<file path="config.mk">
export PLATFORM = sky130hd
export DESIGN_NAME = serial_adder
export DESIGN_NICKNAME = d
export VERILOG_FILES = /design/src/rtl/serial_adder.sv
export SDC_FILE = /design/constraint.sdc
export NUM_CORES = 1
export LEC_CHECK = 0
export BUFFER_PORTS_ARGS = -buffer_cell sky130_fd_sc_hd__buf_2
export CORE_MARGIN = 2
export CORE_UTILIZATION = 52
export DETAILED_ROUTE_END_ITERATION = 10
export GPL_ROUTABILITY_DRIVEN = 0
export PLACE_DENSITY_LB_ADDON = 0.25
export SLEW_MARGIN = 20
export SYNTH_ARGS = -nofsm -noshare
export SYNTH_HDL_FRONTEND = slang
export SYNTH_SLANG_ARGS = --single-unit
</file>
<file path="constraint.sdc">
create_clock -name clk -period 2.7 [get_ports clk]
set_clock_uncertainty 0.15 [all_clocks]
set_input_delay 0 -clock clk [delete_from_list [all_inputs] [get_ports clk]]
set_output_delay 0 -clock clk [all_outputs]
set_load 0.01 [all_outputs]
</file>
<file path="src/rtl/serial_adder.sv">
// Bit-serial adder: one full-adder cell and a registered carry, LSB first, valid/ready handshakes.
// Define SERIAL_ADDER_SUB_EN to add a 'sub' input that selects a - b instead of a + b + cin.
module serial_adder #(
  parameter int WIDTH = 8
) (
  input  logic             clk,
  input  logic             rst,
  input  logic             in_valid,
  output logic             in_ready,
  input  logic [WIDTH-1:0] a,
  input  logic [WIDTH-1:0] b,
  input  logic             cin,
`ifdef SERIAL_ADDER_SUB_EN
  input  logic             sub,
`endif
  output logic             out_valid,
  input  logic             out_ready,
  output logic [WIDTH-1:0] sum,
  output logic             cout,
  output logic             ovf
);

  localparam int CW = (WIDTH > 1) ? $clog2(WIDTH) : 1;

  typedef enum logic [1:0] {IDLE, RUN, DONE} state_t;

  state_t           state, state_next;
  logic [CW-1:0]    cnt;
  logic [WIDTH-1:0] a_reg, b_reg;
  logic             carry;
  logic [WIDTH-1:0] b_in;
  logic             c_in;
  logic             accept, last;
  logic             bit_a, bit_b, bit_s, bit_c;

  // Subtraction is folded into the operand latch: invert b and force the carry-in.
`ifdef SERIAL_ADDER_SUB_EN
  assign b_in = sub ? ~b : b;
  assign c_in = sub ? 1'b1 : cin;
`else
  assign b_in = b;
  assign c_in = cin;
`endif

  assign accept = in_valid && (state == IDLE);
  assign last   = (cnt == CW'(WIDTH - 1));

  // The single full-adder cell.
  assign bit_a = a_reg[cnt];
  assign bit_b = b_reg[cnt];
  assign bit_s = bit_a ^ bit_b ^ carry;
  assign bit_c = (bit_a & bit_b) | (carry & (bit_a ^ bit_b));

  // NOTE: sequential state uses non-blocking assignments so every register samples pre-edge values.
  always_ff @(posedge clk or posedge rst) begin
    if (rst) state <= IDLE;
    else     state <= state_next;
  end

  // NOTE: default assignment first, so no path through the case leaves state_next unassigned (no latch).
  always_comb begin
    state_next = state;
    case (state)
      IDLE:    if (in_valid)  state_next = RUN;
      RUN:     if (last)      state_next = DONE;
      DONE:    if (out_ready) state_next = IDLE;
      default:                state_next = IDLE;
    endcase
  end

  always_comb begin
    in_ready  = (state == IDLE) && !rst;
    out_valid = (state == DONE);
  end

  // NOTE: operand registers are only read in RUN after a load, so they carry no reset.
  always_ff @(posedge clk) begin
    if (accept) begin
      a_reg <= a;
      b_reg <= b_in;
    end
  end

  // Result bits only move during RUN; cout and ovf are committed on the MSB edge.
  always_ff @(posedge clk or posedge rst) begin
    if (rst) begin
      cnt   <= '0;
      carry <= 1'b0;
      sum   <= '0;
      cout  <= 1'b0;
      ovf   <= 1'b0;
    end else if (accept) begin
      cnt   <= '0;
      carry <= c_in;
    end else if (state == RUN) begin
      sum[cnt] <= bit_s;
      carry    <= bit_c;
      cnt      <= cnt + 1'b1;
      if (last) begin
        cout <= bit_c;
        ovf  <= carry ^ bit_c;
      end
    end
  end

endmodule

</file>
== Yosys cells after proc, flatten, opt, wreduce, memory -nomap -nowiden ==
Index checks and enable logic that the tools add are counted.

* Logic and storage cells: 48
* Output and inout bits: 12
* Register bits: 32
* Bits of input ports: 21

* Bitwise logic cells: 7
* Order comparisons: 2
* Add/subtract/negate cells: 1
* Eq/ne operators: 6
* Reductions and logical operators: 9
* Multiplexer cells: 15

{| class="wikitable"
|+ Operators with widths
! cell !! number
|-
| $bwmux W8 || 1
|-
| $bmux W1 S3 || 2
|-
| $mux W2 || 3
|-
| $mux W3 || 2
|-
| $pmux W2 S3 || 1
|-
| $reduce_and A3 Y1 || 2
|-
| $mux W1 || 5
|-
| $lt A3 B4 Y1 const B || 1
|-
| $ne A2 B2 Y1 const B || 2
|-
| $add A3 B1 Y3 const B || 1
|-
| $demux W1 S3 || 1
|-
| $eq A3 B3 Y1 const B || 1
|-
| $ge A3 B1 Y1 const B || 1
|-
| $logic_and A1 B1 Y1 || 3
|-
| $xor A1 B1 Y1 || 3
|-
| $and A1 B1 Y1 || 2
|-
| $eq A2 B1 Y1 const B || 1
|-
| $eq A2 B2 Y1 const B || 1
|-
| $logic_not A2 Y1 || 1
|-
| $ne A2 B1 Y1 const B || 1
|-
| $reduce_and A2 Y1 || 1
|-
| $reduce_bool A2 Y1 || 1
|-
| $logic_not A1 Y1 || 1
|-
| $not A1 Y1 || 1
|-
| $or A1 B1 Y1 || 1
|}

== Depth between registers and ports, before layout ==
Gate-level depths: netlist of the first run.

* Word-level depth: 7
* Depth in mapped cells: 6
* Gate-level depth less buffers: 5

== Worst setup path before layout of the first run ==
No wires, ideal clock.

* Path type: reg-to-reg
* Start point: reg cnt[0]
* End point: reg sum[3]
* Arrival: 2.092 ns
* Library setup time: 0.125 ns
* Slack: 0.333 ns
* Cell stages (with the launch flop): 6
* Path buffers: 1
* Required time: 2.425 ns
* Period minus slack after synthesis: 2.367 ns
* Cells stage by stage: dfrtp_1 buf_6 mux4_1 mux2_2 fa_1 mux2_2

* Cells in the longest elaborated chain, start to end: 5
* Elaborated cells between the ends (all ways): 12
* Classes of those cells: order compare: 2; mux: 7; bitwise: 2; reduce/logical: 1

{| class="wikitable"
|+ RTL lines
! what !! RTL line !! RTL
|-
| start: declaration || 28 || <nowiki>logic [CW-1:0] cnt;</nowiki>
|-
| start signal: assignment || 98 || <nowiki>cnt <= cnt + 1'b1;</nowiki>
|-
| $bmux W1 S3, on equally long branches || 49, 50 ||
|-
| $mux W1, on equally long branches || 49, 50 ||
|-
| $xor A1 B1 Y1 (*) (2 in a row) || 51 || <nowiki>assign bit_s = bit_a ^ bit_b ^ carry;</nowiki>
|-
| named net bit_s || 34 || <nowiki>logic bit_a, bit_b, bit_s, bit_c;</nowiki>
|-
| $bwmux W8 (*) || 96 || <nowiki>sum[cnt] <= bit_s;</nowiki>
|-
| end signal: indexed assignment || 96 ||
|-
| end: declaration || 18 || <nowiki>output logic [WIDTH-1:0] sum,</nowiki>
|}

The timed path passes the listed nets; every way through them passes the cells marked *. The select of a mux whose other input is x is not followed.
A chain may end at the register's enable or synchronous reset.

== Final worst setup path of the first run ==
* Start point: reg cnt[0]
* End point: reg sum[5]

The elaborated chain is that of the path after synthesis.

==> flow_summary.html, run 1 <==
<table>
<tr><th>Metric</th><th>Value</th></tr>
<tr><th colspan="2">Worst setup path</th></tr>
<tr><td>R2r endpoint</td><td>sum[5]</td></tr>
<tr><td>Data arrival time of the critical path</td><td>2590 ps</td></tr>
<tr><td>Number of buffer and inverter stages on the critical path</td><td>0</td></tr>
<tr><td>Setup Crit Path Kind</td><td>flip-flop to flip-flop</td></tr>
<tr><td>Kind of capture point of the worst setup path</td><td>flip-flop</td></tr>
<tr><td>Type of origin of the critical path</td><td>flip-flop</td></tr>
<tr><td>Crit-path cells</td><td>mux4_1 -&gt; mux2_2 -&gt; fa_1 -&gt; mux2_2</td></tr>
<tr><td>Most repeated library cell on the critical path</td><td>sky130_fd_sc_hd__mux2_2</td></tr>
<tr><td>Delay of the slowest cell on the worst path</td><td>580 ps</td></tr>
<tr><td>Number of cells on the worst reg-to-reg path</td><td>4</td></tr>
<tr><td>Category of cells accounting for the largest share of critical-path delay</td><td>multiplexers</td></tr>
<tr><td>Reg-to-reg setup timing slack</td><td>190 ps</td></tr>
<tr><td>Required time at the worst-slack endpoint</td><td>2780 ps</td></tr>
<tr><td>Startpoint of the worst register-to-register path</td><td>cnt[0]</td></tr>
<tr><td>Max Fanout on Critical Path</td><td>8</td></tr>
<tr><td>Slowest cell on the critical path</td><td>sky130_fd_sc_hd__mux4_1</td></tr>
<tr><th colspan="2">Global route</th></tr>
<tr><td>Maximum number of pins on one net before global-route repair</td><td>17</td></tr>
<tr><td>First-pass GRT wire length</td><td>4.15 mm</td></tr>
<tr><td>Remaining global-route overflow</td><td>0</td></tr>
<tr><td>Number of antenna violations at the first check in global routing</td><td>0</td></tr>
<tr><td>Global-route usage over all layers</td><td>18.0%</td></tr>
<tr><td>Via count of the first global-routing pass</td><td>900</td></tr>
<tr><th colspan="2">Timing</th></tr>
<tr><td>Final period demand of the worst path</td><td>2510 ps</td></tr>
<tr><td>Final setup fails</td><td>0</td></tr>
<tr><td>Slew Limit Headroom</td><td>59.1%</td></tr>
<tr><td>Final hold slack</td><td>118 ps</td></tr>
<tr><td>Highest clock rate</td><td>0.398 GHz</td></tr>
<tr><td>Unrepaired setup endpoints after global routing</td><td>false</td></tr>
<tr><td>Final worst-path setup slack</td><td>188 ps</td></tr>
<tr><td>Share of the cycle needed by the critical path after routing</td><td>93.0%</td></tr>
<tr><td>Slew Limit Fails</td><td>0</td></tr>
<tr><td>Setup TNS after final layout</td><td>0 ps</td></tr>
<tr><td>Final hold viol count</td><td>0</td></tr>
<tr><td>Actual transition at the worst max-transition pin</td><td>613 ps</td></tr>
<tr><th colspan="2">Placement</th></tr>
<tr><td>Total cell area at the placement stage</td><td>1580 um^2</td></tr>
<tr><td>Port buffer count</td><td>32</td></tr>
<tr><td>Post-Place Setup Slack</td><td>196 ps</td></tr>
<tr><td>DPL Wire Length</td><td>1.55 mm</td></tr>
<tr><th colspan="2">Yosys</th></tr>
<tr><td>Post-synth EDFFs</td><td>16</td></tr>
<tr><td>Flops &amp; latches, synth</td><td>32</td></tr>
<tr><td>Fraction of the yosys area taken by sequential cells</td><td>63.5%</td></tr>
<tr><td>Top FF cell, synth</td><td>sky130_fd_sc_hd__edfxtp_1</td></tr>
<tr><td>Number of instances in the synthesized netlist</td><td>88</td></tr>
<tr><td>Post-Synthesis Cell Area</td><td>1390 um^2</td></tr>
<tr><td>Mean instance size in the synthesized netlist</td><td>15.8 um^2</td></tr>
<tr><td>Synthesis Warnings</td><td>0</td></tr>
<tr><td>Proportion of synthesized flip-flops having asynchronous set or reset</td><td>50.0%</td></tr>
<tr><td>Number of distinct library cells after synthesis</td><td>29</td></tr>
<tr><td>Net Count, Synth</td><td>112</td></tr>
<tr><th colspan="2">Clock tree</th></tr>
<tr><td>CTS tree</td><td>built</td></tr>
<tr><td>Worst-path clk slew</td><td>110 ps</td></tr>
<tr><td>Clk Tree Root Cell</td><td>sky130_fd_sc_hd__clkbuf_4</td></tr>
<tr><td>H-tree levels</td><td>2</td></tr>
<tr><td>Latest clock arrival within the worst-skew pair</td><td>340 ps</td></tr>
<tr><td>Inserted Clock Buffers</td><td>5</td></tr>
<tr><td>Maximum count of clock buffers along a single path</td><td>2</td></tr>
<tr><td>Clk sink count</td><td>32</td></tr>
<tr><th colspan="2">Finish</th></tr>
<tr><td>Layout cells sized above 1</td><td>39.7%</td></tr>
<tr><td>Commonest non-fill, non-tap cell in the layout</td><td>sky130_fd_sc_hd__buf_2</td></tr>
<tr><td>Fill cell instance count of the final layout</td><td>151</td></tr>
<tr><td>Antenna diode count</td><td>0</td></tr>
<tr><td>Net count reported at finish</td><td>169</td></tr>
<tr><td>Area delta synth-&gt;final</td><td>34.5%</td></tr>
<tr><td>Multi-input gate area</td><td>474 um^2</td></tr>
<tr><td>Most frequent cells in the layout</td><td>32 x sky130_fd_sc_hd__buf_2, 20 x sky130_fd_sc_hd__dlygate4sd3_1, 16 x sky130_fd_sc_hd__edfxtp_1, 16 x sky130_fd_sc_hd__dfrtp_1, 11 x sky130_fd_sc_hd__mux2_2</td></tr>
<tr><td>Finished layout cell area</td><td>1870 um^2</td></tr>
<tr><td>Register area</td><td>881 um^2</td></tr>
<tr><th colspan="2">Flow run</th></tr>
<tr><td>Maximum capacitance violations</td><td>0</td></tr>
<tr><th colspan="2">Routing</th></tr>
<tr><td>Total Routed Length</td><td>2.53 mm</td></tr>
<tr><td>Residual antenna-violating net count after detailed routing</td><td>0</td></tr>
<tr><td>Post-detailed-route DRC marker count</td><td>0</td></tr>
<tr><td>Iteration count of the initial detailed-routing pass</td><td>6</td></tr>
<tr><td>Overall via count from detail_route</td><td>902</td></tr>
<tr><td>Drt first-iter violations</td><td>8</td></tr>
<tr><td>Routed len/inst</td><td>14.4 um</td></tr>
<tr><td>DR vias/cell</td><td>5.13</td></tr>
<tr><th colspan="2">Min path</th></tr>
<tr><td>Worst min-delay path class</td><td>input pin to asynchronous set/reset pin</td></tr>
<tr><th colspan="2">Floorplanning</th></tr>
<tr><td>Core Rows</td><td>18</td></tr>
<tr><td>DIE HEIGHT</td><td>55.7 um</td></tr>
<tr><td>Starting utilization of the core area</td><td>55.5%</td></tr>
<tr><td>I/O pin count</td><td>33</td></tr>
<tr><td>Die width</td><td>55.7 um</td></tr>
<tr><td>Area of the die</td><td>3100 um^2</td></tr>
<tr><td>Floorplan core area</td><td>2500 um^2</td></tr>
<tr><th colspan="2">Power and ir drop</th></tr>
<tr><td>Leakage power summed over all cells</td><td>0.799 nW</td></tr>
<tr><td>Peak supply drop</td><td>0.683 mV</td></tr>
<tr><td>Overall power of the completed layout</td><td>0.00195 W</td></tr>
<tr><td>Total power density per cell area</td><td>1040 nW/um^2</td></tr>
<tr><th colspan="2">Run status</th></tr>
<tr><td>Status</td><td>finished clean</td></tr>
</table>
-- per-stage QoR --
step | utilization [%] | std cells
final | 74.7 | 176
after global routing | 74.7 | 176
after CTS | 74.7 | 176
after detailed placement | 63.3 | 148
after global placement | 63.3 | 148
after floorplan | - | 88
-- worst min-delay path: cells and delay by family --
family | cells | cell delay, ps
buffers and inverters | 3 | 1100
-- cells in the mapped netlist (2+ instances only) --
master                     number  share of area (%)
sky130_fd_sc_hd__dfrtp_1       16                 29
sky130_fd_sc_hd__buf_2          3                1.1
sky130_fd_sc_hd__nor2_1         2               0.54
sky130_fd_sc_hd__o21ai_0        2               0.72
sky130_fd_sc_hd__nand2_1        4                1.1
sky130_fd_sc_hd__edfxtp_1      16                 35
sky130_fd_sc_hd__mux4_1         2                3.8
sky130_fd_sc_hd__nand3b_1       4                2.2
sky130_fd_sc_hd__mux2_2        11                8.9
sky130_fd_sc_hd__a22o_1         2                1.3
sky130_fd_sc_hd__nor3b_1        3                1.6
sky130_fd_sc_hd__mux4_2         2                3.2
sky130_fd_sc_hd__ha_1           2                1.8
sky130_fd_sc_hd__nor3_1         2               0.72
sky130_fd_sc_hd__nor2b_1        2               0.90
sky130_fd_sc_hd__inv_1          2               0.54
-- per-layer routing --
| layer | global-route usage [%] | vias to the layer above | wire (um) |
|---|---|---|---|
| met5 | 0 | - | 0 |
| met4 | 6.27 | 0 | 22 |
| met3 | 8.14 | 4 | 166 |
| met2 | 28.9 | 27 | 1260 |
| met1 | 21.5 | 429 | 1080 |
| li1 | - | 442 | - |
-- where the power goes --
| group | switching (W) | leakage, nW | internal [W] |
|---|---|---|---|
| Combinational | 0.000346 | 0.418 | 0.000429 |
| Clock | 0.000179 | 0.0418 | 0.000198 |
| Sequential | 0.000129 | 0.339 | 0.000665 |
| Total | 0.000654 | 0.799 | 0.00129 |
-- worst max path at each step --
stage                start  endpoint  slack, ps  depth (start not counted)
finish              cnt[0]    sum[5]        190                          4
global route        cnt[0]    sum[7]        100                          4
CTS                 cnt[0]    sum[5]        170                          4
detailed placement  cnt[0]    sum[5]        200                          4
global placement    cnt[0]    sum[5]        250                          4
floorplan           cnt[0]    sum[3]        330                          5
-- cell type report --
cell class              count  share of cell area, %
multi-input cells          49                   25.4
repair buffers             55                   20.5
flip-flops and latches     32                   47.2
clock inverters             3                   2.48
inverters                   2                  0.402
clock buffers               5                   2.01
well taps                  30                   2.01
-- what timing repair did --
action | CTS | global route
buffers inserted | 0 | 0
hold buffers | 20 | 0
endpoints found under the hold margin | 38 | 0
gates resized for setup | 0 | 0
-- cells by family after synthesis --
kind of cell	share of synthesized area (%)
flops	63.5
simple gates	9.83
mux	16.7
compound gates	3.43
buf+inv	2.70
fa+ha+maj	3.25
xor+xnor	0.631
(Power assumes the default switching activity.)
==> run 2, diff against run 1 <==
--- a/config.mk
+++ b/config.mk
@@ -6,8 +6,10 @@
 export NUM_CORES = 1
 export LEC_CHECK = 0
 export BUFFER_PORTS_ARGS = -buffer_cell sky130_fd_sc_hd__buf_2
+export CELL_PAD_IN_SITES_DETAIL_PLACEMENT = 1
+export CELL_PAD_IN_SITES_GLOBAL_PLACEMENT = 1
 export CORE_MARGIN = 2
-export CORE_UTILIZATION = 52
+export CORE_UTILIZATION = 42
 export DETAILED_ROUTE_END_ITERATION = 10
 export GPL_ROUTABILITY_DRIVEN = 0
 export PLACE_DENSITY_LB_ADDON = 0.25
==> run 2 against run 1 <==
Count of clock-buffer cells in the layout is the same. Clock power fell by 7.2%. Sequential share of layout area is essentially flat. Hold slack got worse by 92 ps. Non-clock buffer count shrank 1. Critical path depth is the same. Final cell count increased by 7.4%. Sequential power barely moved. Register-to-register slack is essentially flat. Utilization is 15 points lower. Critical endpoint is now sum[1]. Largest power group unchanged.
==> flow_summary.html, run 2 (synthesis gave the netlist of run 1 again) <==
<table>
<tr><th>Metric</th><th>Value</th></tr>
<tr><th colspan="2">Timing</th></tr>
<tr><td>Actual transition at the worst max-transition pin</td><td>640 ps (was 613 ps)</td></tr>
<tr><td>Setup TNS after final layout</td><td>0 ps (unchanged)</td></tr>
<tr><td>Final setup fails</td><td>0 (unchanged)</td></tr>
<tr><td>Final period demand of the worst path</td><td>2510 ps (about the same)</td></tr>
<tr><td>Highest clock rate</td><td>0.398 GHz (about the same)</td></tr>
<tr><td>Unrepaired setup endpoints after global routing</td><td>false (unchanged)</td></tr>
<tr><td>Final hold slack</td><td>25.5 ps (was 118 ps)</td></tr>
<tr><td>Final hold viol count</td><td>0 (unchanged)</td></tr>
<tr><td>Slew Limit Fails</td><td>0 (unchanged)</td></tr>
<tr><td>Slew Limit Headroom</td><td>57.3% (was 59.1%)</td></tr>
<tr><td>Share of the cycle needed by the critical path after routing</td><td>93.1% (was 93.0%)</td></tr>
<tr><th colspan="2">Power and ir drop</th></tr>
<tr><td>Total power density per cell area</td><td>1040 nW/um^2 (about the same)</td></tr>
<tr><td>Leakage power summed over all cells</td><td>0.793 nW (was 0.799 nW)</td></tr>
<tr><td>Peak supply drop</td><td>0.319 mV (was 0.683 mV)</td></tr>
<tr><th colspan="2">Clock tree</th></tr>
<tr><td>Clk Tree Root Cell</td><td>sky130_fd_sc_hd__clkbuf_4 (unchanged)</td></tr>
<tr><td>Setup Buffers After CTS</td><td>0 (unchanged)</td></tr>
<tr><td>H-tree levels</td><td>2 (unchanged)</td></tr>
<tr><td>Worst-path clk slew</td><td>100 ps (was 110 ps)</td></tr>
<tr><td>Clk sink count</td><td>32 (unchanged)</td></tr>
<tr><td>Inserted Clock Buffers</td><td>5 (unchanged)</td></tr>
<tr><td>Maximum count of clock buffers along a single path</td><td>2 (unchanged)</td></tr>
<tr><td>Latest clock arrival within the worst-skew pair</td><td>320 ps (was 340 ps)</td></tr>
<tr><td># hold bufs at CTS</td><td>19 (was 20)</td></tr>
<tr><td>CTS tree</td><td>built (unchanged)</td></tr>
<tr><td>Resized cells post-CTS</td><td>0 (unchanged)</td></tr>
<tr><th colspan="2">Global route</th></tr>
<tr><td>Global-route usage over all layers</td><td>17.9% (was 18.0%)</td></tr>
<tr><td>Maximum number of pins on one net before global-route repair</td><td>17 (unchanged)</td></tr>
<tr><td>Via count of the first global-routing pass</td><td>1016 (was 900)</td></tr>
<tr><td>Remaining global-route overflow</td><td>0 (unchanged)</td></tr>
<tr><td>Number of antenna violations at the first check in global routing</td><td>0 (unchanged)</td></tr>
<tr><td>First-pass GRT wire length</td><td>4.65 mm (was 4.15 mm)</td></tr>
<tr><th colspan="2">Floorplanning</th></tr>
<tr><td>Starting utilization of the core area</td><td>44.7% (was 55.5%)</td></tr>
<tr><td>Die width</td><td>61.5 um (was 55.7 um)</td></tr>
<tr><td>I/O pin count</td><td>33 (unchanged)</td></tr>
<tr><td>DIE HEIGHT</td><td>61.5 um (was 55.7 um)</td></tr>
<tr><td>Core Rows</td><td>20 (was 18)</td></tr>
<tr><td>Area of the die</td><td>3780 um^2 (was 3100 um^2)</td></tr>
<tr><td>Floorplan core area</td><td>3100 um^2 (was 2500 um^2)</td></tr>
<tr><th colspan="2">Worst setup path</th></tr>
<tr><td>Startpoint of the worst register-to-register path</td><td>cnt[0] (unchanged)</td></tr>
<tr><td>Reg-to-reg setup timing slack</td><td>190 ps (about the same)</td></tr>
<tr><td>Max Fanout on Critical Path</td><td>8 (unchanged)</td></tr>
<tr><td>Setup Crit Path Kind</td><td>flip-flop to flip-flop (unchanged)</td></tr>
<tr><td>Number of cells on the worst reg-to-reg path</td><td>4 (unchanged)</td></tr>
<tr><td>Kind of capture point of the worst setup path</td><td>flip-flop (unchanged)</td></tr>
<tr><td>Slowest cell on the critical path</td><td>sky130_fd_sc_hd__mux4_1 (unchanged)</td></tr>
<tr><td>Type of origin of the critical path</td><td>flip-flop (unchanged)</td></tr>
<tr><td>End of the critical path</td><td>sum[1] (was sum[5])</td></tr>
<tr><td>Delay of the slowest cell on the worst path</td><td>580 ps (about the same)</td></tr>
<tr><td>Required time at the worst-slack endpoint</td><td>2760 ps (was 2780 ps)</td></tr>
<tr><td>Depth of the critical timing path with buffers and inverters included</td><td>4 (unchanged)</td></tr>
<tr><td>R2r endpoint</td><td>sum[1] (was sum[5])</td></tr>
<tr><td>Category of cells accounting for the largest share of critical-path delay</td><td>multiplexers (unchanged)</td></tr>
<tr><td>Most repeated library cell on the critical path</td><td>sky130_fd_sc_hd__mux2_2 (unchanged)</td></tr>
<tr><td>Number of buffer and inverter stages on the critical path</td><td>0 (unchanged)</td></tr>
<tr><td>Crit path launch</td><td>cnt[0] (unchanged)</td></tr>
<tr><td>Data arrival time of the critical path</td><td>2570 ps (was 2590 ps)</td></tr>
<tr><td>Crit-path cells</td><td>mux4_1 -&gt; mux2_2 -&gt; fa_1 -&gt; mux2_2 (unchanged)</td></tr>
<tr><th colspan="2">Finish</th></tr>
<tr><td>Commonest non-fill, non-tap cell in the layout</td><td>sky130_fd_sc_hd__buf_2 (unchanged)</td></tr>
<tr><td>Net count reported at finish</td><td>168 (was 169)</td></tr>
<tr><td>Antenna diode count</td><td>0 (unchanged)</td></tr>
<tr><td>Final standard cell utilization of the core</td><td>60.1% (was 74.7%)</td></tr>
<tr><td>Area delta synth-&gt;final</td><td>34.4% (was 34.5%)</td></tr>
<tr><td>Fill cell instance count of the final layout</td><td>319 (was 151)</td></tr>
<tr><td>Most frequent cells in the layout</td><td>32 x sky130_fd_sc_hd__buf_2, 19 x sky130_fd_sc_hd__dlygate4sd3_1, 16 x sky130_fd_sc_hd__edfxtp_1, 16 x sky130_fd_sc_hd__dfrtp_1, 11 x sky130_fd_sc_hd__mux2_2 (was 32 x sky130_fd_sc_hd__buf_2, 20 x sky130_fd_sc_hd__dlygate4sd3_1, 16 x sky130_fd_sc_hd__edfxtp_1, 16 x sky130_fd_sc_hd__dfrtp_1, 11 x sky130_fd_sc_hd__mux2_2)</td></tr>
<tr><td>Layout cells sized above 1</td><td>38.6% (was 39.7%)</td></tr>
<tr><td>Finished layout cell area</td><td>1870 um^2 (about the same)</td></tr>
<tr><th colspan="2">Flow run</th></tr>
<tr><td>Maximum capacitance violations</td><td>0 (unchanged)</td></tr>
<tr><th colspan="2">Run status</th></tr>
<tr><td>Status</td><td>finished clean (unchanged)</td></tr>
<tr><th colspan="2">Routing</th></tr>
<tr><td>Post-detailed-route DRC marker count</td><td>0 (unchanged)</td></tr>
<tr><td>Drt first-iter violations</td><td>17 (was 8)</td></tr>
<tr><td>Total Routed Length</td><td>2.87 mm (was 2.53 mm)</td></tr>
<tr><td>Overall via count from detail_route</td><td>907 (was 902)</td></tr>
<tr><td>Residual antenna-violating net count after detailed routing</td><td>0 (unchanged)</td></tr>
<tr><td>Iteration count of the initial detailed-routing pass</td><td>4 (was 6)</td></tr>
<tr><td>Routed len/inst</td><td>15.2 um (was 14.4 um)</td></tr>
<tr><td>DR vias/cell</td><td>4.80 (was 5.13)</td></tr>
<tr><th colspan="2">Placement</th></tr>
<tr><td>DPL Wire Length</td><td>1.87 mm (was 1.55 mm)</td></tr>
<tr><td>Total cell area at the placement stage</td><td>1600 um^2 (was 1580 um^2)</td></tr>
<tr><td>Port buffer count</td><td>32 (unchanged)</td></tr>
<tr><th colspan="2">Min path</th></tr>
<tr><td>Worst min-delay path class</td><td>input pin to flip-flop (was input pin to asynchronous set/reset pin)</td></tr>
</table>
==> run 2: how the worst min path moves through the flow <==
stage	startpoint	slack [ps]	end	cells after the start
after floorplan	rst	-240	carry	1
after global placement	rst	-40	state[0]	2
after detailed placement	rst	-20	state[1]	2
after CTS	cin	20	carry	4
after global routing	cin	30	carry	4
final	cin	30	carry	4
==> run 2: routing by layer <==
| metal | share of wire, % | GRT usage [%] |
|---|---|---|
| met1 | 39 | 20.7 |
| met2 | 55 | 31.7 |
| met3 | 3.3 | 4.41 |
| met4 | 1.8 | 7.29 |
| met5 | 0 | 0 |
==> run 2: report_power, final <==
part	leakage (nW)	total, W	internal [W]	switching [W]
clock	0.0403	0.000350	0.000189	0.000161
combinational	0.414	0.000790	0.000430	0.000359
sequential	0.339	0.000796	0.000666	0.000130
==> run 2: worst register-to-register path: stages, from the launching register on <==
cell and delay [ps]:
sky130_fd_sc_hd__dfrtp_1 490, sky130_fd_sc_hd__mux4_1 580, sky130_fd_sc_hd__mux2_2 290, sky130_fd_sc_hd__fa_1 570, sky130_fd_sc_hd__mux2_2 320
==> run 2: area by class of cell <==
type	instances	area, um^2	share of cell area (%)
multi-input combinational	49	474	25.4
timing repair buffer	54	373	20.0
sequential	32	881	47.2
tap	44	55.1	2.95
clock inverter	3	37.5	2.01
inverter	2	7.51	0.402
clock buffer	5	37.5	2.01
==> run 2: metrics by stage <==
stage,setup WS [ps],cells,power (W)
3_5_place_dp,182,162,0.00159
4_1_cts,161,189,0.00196
6_report,188,189,0.00194
3_3_place_gp,243,162,0.00155
2_1_floorplan,333,88,0.00135
5_1_grt,94.8,189,0.00208
==> run 3, diff against run 2 <==
--- a/config.mk
+++ b/config.mk
@@ -5,11 +5,12 @@
 export SDC_FILE = /design/constraint.sdc
 export NUM_CORES = 1
 export LEC_CHECK = 0
+export ABC_AREA = 1
 export BUFFER_PORTS_ARGS = -buffer_cell sky130_fd_sc_hd__buf_2
 export CELL_PAD_IN_SITES_DETAIL_PLACEMENT = 1
 export CELL_PAD_IN_SITES_GLOBAL_PLACEMENT = 1
 export CORE_MARGIN = 2
-export CORE_UTILIZATION = 42
+export CORE_UTILIZATION = 39
 export DETAILED_ROUTE_END_ITERATION = 10
 export GPL_ROUTABILITY_DRIVEN = 0
 export PLACE_DENSITY_LB_ADDON = 0.25
==> run 3 against run 2 <==
Critical path depth rose by 6. Fmax rose by 1.9%. First-iteration DRC count rose by 130%. Synthesized cell count rose by 78%. Hold slack improved by 170 ps. Critical path type unchanged. Largest cell class unchanged.
==> flow_summary.html, run 3 <==
<table>
<tr><th>Metric</th><th>Value</th></tr>
<tr><th colspan="2">Yosys</th></tr>
<tr><td>Flops &amp; latches, synth</td><td>32 (unchanged)</td></tr>
<tr><td>Post-synth EDFFs</td><td>16 (unchanged)</td></tr>
<tr><td>Mean instance size in the synthesized netlist</td><td>9.29 um^2 (was 15.8 um^2)</td></tr>
<tr><td>Post-Synthesis Cell Area</td><td>1460 um^2 (was 1390 um^2)</td></tr>
<tr><td>Number of distinct library cells after synthesis</td><td>20 (was 29)</td></tr>
<tr><td>Synthesis Warnings</td><td>0 (unchanged)</td></tr>
<tr><td>Leading post-synthesis cells by instance count</td><td>56 x sky130_fd_sc_hd__nand2_1, 26 x sky130_fd_sc_hd__inv_1, 20 x sky130_fd_sc_hd__nand3_1 (was 16 x sky130_fd_sc_hd__dfrtp_1, 16 x sky130_fd_sc_hd__edfxtp_1, 11 x sky130_fd_sc_hd__mux2_2)</td></tr>
<tr><td>Largest cells by area after synthesis</td><td>sky130_fd_sc_hd__edfxtp_1 33%, sky130_fd_sc_hd__dfrtp_1 27%, sky130_fd_sc_hd__nand2_1 14% (was sky130_fd_sc_hd__edfxtp_1 35%, sky130_fd_sc_hd__dfrtp_1 29%, sky130_fd_sc_hd__mux2_2 8.9%)</td></tr>
<tr><td>Number of instances in the synthesized netlist</td><td>157 (was 88)</td></tr>
<tr><td>Net Count, Synth</td><td>181 (was 112)</td></tr>
<tr><td>Portion of synthesized cell area occupied by the leading cell type</td><td>32.9% (was 34.6%)</td></tr>
<tr><td>Top FF cell, synth</td><td>sky130_fd_sc_hd__edfxtp_1 (unchanged)</td></tr>
<tr><td>Most used standard cell by instance count after synthesis</td><td>sky130_fd_sc_hd__nand2_1</td></tr>
<tr><td>Fraction of the yosys area taken by sequential cells</td><td>60.4% (was 63.5%)</td></tr>
<tr><td>Cell taking the most area after synthesis</td><td>sky130_fd_sc_hd__edfxtp_1 (unchanged)</td></tr>
<tr><td>Proportion of synthesized flip-flops having asynchronous set or reset</td><td>50.0% (unchanged)</td></tr>
<tr><th colspan="2">Timing</th></tr>
<tr><td>Slew Limit Fails</td><td>0 (unchanged)</td></tr>
<tr><td>Final setup fails</td><td>0 (unchanged)</td></tr>
<tr><td>Final hold viol count</td><td>0 (unchanged)</td></tr>
<tr><td>Slew Limit Headroom</td><td>57.0% (was 57.3%)</td></tr>
<tr><td>Setup TNS after final layout</td><td>0 ps (unchanged)</td></tr>
<tr><td>Final period demand of the worst path</td><td>2470 ps (was 2510 ps)</td></tr>
<tr><td>Unrepaired setup endpoints after global routing</td><td>false (unchanged)</td></tr>
<tr><td>Share of the cycle needed by the critical path after routing</td><td>91.3% (was 93.1%)</td></tr>
<tr><td>Final worst-path setup slack</td><td>235 ps (was 188 ps)</td></tr>
<tr><td>Highest clock rate</td><td>0.406 GHz (was 0.398 GHz)</td></tr>
<tr><td>Actual transition at the worst max-transition pin</td><td>644 ps (was 640 ps)</td></tr>
<tr><th colspan="2">Finish</th></tr>
<tr><td>Finished layout cell area</td><td>1960 um^2 (was 1870 um^2)</td></tr>
<tr><td>Commonest non-fill, non-tap cell in the layout</td><td>sky130_fd_sc_hd__nand2_1 (was sky130_fd_sc_hd__buf_2)</td></tr>
<tr><td>Antenna diode count</td><td>0 (unchanged)</td></tr>
<tr><td>Fill cell instance count of the final layout</td><td>439 (was 319)</td></tr>
<tr><td>Area delta synth-&gt;final</td><td>34.6% (was 34.4%)</td></tr>
<tr><td>Net count reported at finish</td><td>239 (was 168)</td></tr>
<tr><td>Number of non-filler instances in the completed layout</td><td>264 (was 189)</td></tr>
<tr><td>Layout cells sized above 1</td><td>22.2% (was 38.6%)</td></tr>
<tr><td>Most frequent cells in the layout</td><td>56 x sky130_fd_sc_hd__nand2_1, 32 x sky130_fd_sc_hd__buf_2, 26 x sky130_fd_sc_hd__inv_1 (was 32 x sky130_fd_sc_hd__buf_2, 19 x sky130_fd_sc_hd__dlygate4sd3_1, 16 x sky130_fd_sc_hd__edfxtp_1, 16 x sky130_fd_sc_hd__dfrtp_1, 11 x sky130_fd_sc_hd__mux2_2)</td></tr>
<tr><th colspan="2">Global route</th></tr>
<tr><td>Remaining global-route overflow</td><td>0 (unchanged)</td></tr>
<tr><td>Met1 demand-to-capacity share in global routing</td><td>21.3% (was 20.7%)</td></tr>
<tr><td>Global-route usage over all layers</td><td>18.7% (was 17.9%)</td></tr>
<tr><td>Number of antenna violations at the first check in global routing</td><td>0 (unchanged)</td></tr>
<tr><td>Via count of the first global-routing pass</td><td>1287 (was 1016)</td></tr>
<tr><td>Met2 Resource Use GR</td><td>32.7% (was 31.7%)</td></tr>
<tr><td>First-pass GRT wire length</td><td>5.83 mm (was 4.65 mm)</td></tr>
<tr><td>Global-route met3 utilization</td><td>6.34% (was 4.41%)</td></tr>
<tr><td>Most used routing layer</td><td>met2 (unchanged)</td></tr>
<tr><td>Maximum number of pins on one net before global-route repair</td><td>18 (was 17)</td></tr>
<tr><th colspan="2">Floorplanning</th></tr>
<tr><td>Floorplan core area</td><td>3630 um^2 (was 3100 um^2)</td></tr>
<tr><td>Die width</td><td>65.2 um (was 61.5 um)</td></tr>
<tr><td>Starting utilization of the core area</td><td>40.2% (was 44.7%)</td></tr>
<tr><td>I/O pin count</td><td>33 (unchanged)</td></tr>
<tr><td>Core Rows</td><td>22 (was 20)</td></tr>
<tr><td>Area of the die</td><td>4250 um^2 (was 3780 um^2)</td></tr>
<tr><td>DIE HEIGHT</td><td>65.2 um (was 61.5 um)</td></tr>
<tr><th colspan="2">Clock tree</th></tr>
<tr><td>Maximum count of clock buffers along a single path</td><td>2 (unchanged)</td></tr>
<tr><td>Inserted Clock Buffers</td><td>5 (unchanged)</td></tr>
<tr><td>H-tree levels</td><td>2 (unchanged)</td></tr>
<tr><td>Clk Tree Root Cell</td><td>sky130_fd_sc_hd__clkbuf_8 (was sky130_fd_sc_hd__clkbuf_4)</td></tr>
<tr><td>CTS tree</td><td>built (unchanged)</td></tr>
<tr><td>Latest clock arrival within the worst-skew pair</td><td>280 ps (was 320 ps)</td></tr>
<tr><td>Setup Buffers After CTS</td><td>0 (unchanged)</td></tr>
<tr><td>Clk sink count</td><td>32 (unchanged)</td></tr>
<tr><td>Worst-path clk slew</td><td>70 ps (was 100 ps)</td></tr>
<tr><th colspan="2">Routing</th></tr>
<tr><td>Total Routed Length</td><td>3.29 mm (was 2.87 mm)</td></tr>
<tr><td>Iteration count of the initial detailed-routing pass</td><td>4 (unchanged)</td></tr>
<tr><td>DR vias/cell</td><td>4.61 (was 4.80)</td></tr>
<tr><td>Drt first-iter violations</td><td>39 (was 17)</td></tr>
<tr><td>Routed len/inst</td><td>12.5 um (was 15.2 um)</td></tr>
<tr><td>Post-detailed-route DRC marker count</td><td>0 (unchanged)</td></tr>
<tr><td>Overall via count from detail_route</td><td>1218 (was 907)</td></tr>
<tr><td>Residual antenna-violating net count after detailed routing</td><td>0 (unchanged)</td></tr>
<tr><th colspan="2">Placement</th></tr>
<tr><td>Post-Place Setup Slack</td><td>486 ps (was 182 ps)</td></tr>
<tr><td>Placed instance count</td><td>235 (was 162)</td></tr>
<tr><td>Total cell area at the placement stage</td><td>1670 um^2 (was 1600 um^2)</td></tr>
<tr><td>Port buffer count</td><td>32 (unchanged)</td></tr>
<tr><td>DPL Wire Length</td><td>2.28 mm (was 1.87 mm)</td></tr>
<tr><th colspan="2">Power and ir drop</th></tr>
<tr><td>Total power density per cell area</td><td>1060 nW/um^2 (was 1040 nW/um^2)</td></tr>
<tr><td>Leakage power summed over all cells</td><td>0.994 nW (was 0.793 nW)</td></tr>
<tr><td>Peak supply drop</td><td>0.419 mV (was 0.319 mV)</td></tr>
<tr><th colspan="2">Worst setup path</th></tr>
<tr><td>Max Fanout on Critical Path</td><td>11 (was 8)</td></tr>
<tr><td>Kind of capture point of the worst setup path</td><td>flip-flop (unchanged)</td></tr>
<tr><td>Required time at the worst-slack endpoint</td><td>2710 ps (was 2760 ps)</td></tr>
<tr><td>Type of origin of the critical path</td><td>flip-flop (unchanged)</td></tr>
<tr><td>Data arrival time of the critical path</td><td>2480 ps (was 2570 ps)</td></tr>
<tr><td>Setup Crit Path Kind</td><td>flip-flop to flip-flop (unchanged)</td></tr>
<tr><th colspan="2">Min path</th></tr>
<tr><td>Worst min-delay path class</td><td>input pin to asynchronous set/reset pin (was input pin to flip-flop)</td></tr>
<tr><th colspan="2">Run status</th></tr>
<tr><td>Status</td><td>finished clean (unchanged)</td></tr>
<tr><th colspan="2">Flow run</th></tr>
<tr><td>Maximum capacitance violations</td><td>0 (unchanged)</td></tr>
</table>
run 3: cell count changes after synthesis, moves of 3 or more:
cell	change
sky130_fd_sc_hd__buf_2	-3
sky130_fd_sc_hd__nand3b_1	-4
sky130_fd_sc_hd__mux2_2	-11
sky130_fd_sc_hd__nand3_1	+19
sky130_fd_sc_hd__inv_2	+3
sky130_fd_sc_hd__inv_1	+24
sky130_fd_sc_hd__nor3b_1	-3
sky130_fd_sc_hd__nand2_1	+52
run 3: final cells by class:
type | instances | area (um^2) | share of cell area (%)
flip-flops and latches | 32 | 882 | 44.9
well taps | 48 | 60.1 | 3.06
clock buffers | 5 | 68.8 | 3.50
multi-input cells | 94 | 458 | 23.3
clock inverters | 3 | 13.8 | 0.701
inverters | 29 | 111 | 5.67
repair buffers | 53 | 370 | 18.9
run 3: repair_timing:
action                                  CTS  global route
gates resized for setup                   0             2
endpoints found under the hold margin    35             0
endpoints found under the setup margin    0             1
hold buffers                             21             0
run 3: where the power goes:
group / leakage (nW) / switching, W / internal [W] / total, W
combinational: 0.602 / 0.000576 / 0.000358 / 0.000934
clock: 0.0453 / 0.000178 / 0.000175 / 0.000353
sequential: 0.347 / 0.000123 / 0.000679 / 0.000801
total: 0.994 / 0.000877 / 0.00121 / 0.00209
run 3: through the flow:
stage | total power, W | util [%] | hold WS, ps
after floorplan | 0.00144 | - | -236
after global placement | 0.00164 | 45.9 | -44.2
after detailed placement | 0.00170 | 45.9 | -19.8
after CTS | 0.00211 | 54.0 | 220
after global routing | 0.00229 | 54.1 | 264
final | 0.00209 | 54.1 | 193
run 3: layer usage:
metal  vias up  routed length, um
met5         -                  0
met4         0                 40
met3         5                119
met2        24               1740
met1       583               1390
li1        606                  -
run 3: logic make-up after synthesis:
| group | Yosys count | synth area share, % |
|---|---|---|
| simple gates | 84 | 25.3 |
| compound gates | 6 | 2.40 |
| flops | 32 | 60.4 |
| fa+ha+maj | 3 | 3.09 |
| buf+inv | 31 | 8.23 |
| xor+xnor | 1 | 0.600 |
run 3: worst max-delay path, cell delays in order (launching register included):
cell and delay [ps]:
sky130_fd_sc_hd__dfrtp_2 510, sky130_fd_sc_hd__inv_4 150, sky130_fd_sc_hd__nand2_1 80, sky130_fd_sc_hd__nand3_1 100
sky130_fd_sc_hd__nand2_1 60, sky130_fd_sc_hd__inv_1 50, sky130_fd_sc_hd__nand2_1 60, sky130_fd_sc_hd__fa_1 460
sky130_fd_sc_hd__nand2_1 100, sky130_fd_sc_hd__nand3_1 70, sky130_fd_sc_hd__dlygate4sd3_1 550
run 3: path summary, 6_finish.rpt:
check / from / endpoint / slack (ps) / cells after the start
setup / recovery: cnt[0] / carry / 230 / 10
hold / removal: rst / sum[4] / 190 / 3
setup reg to reg: cnt[0] / carry / 230 / 10
hold reg to reg: sum[2] / sum[2] / 320 / 2
max in group asynchronous: rst / cnt[0] / 1770 / 3
min in group clk: b[7] / b_reg[7] / 280 / 2
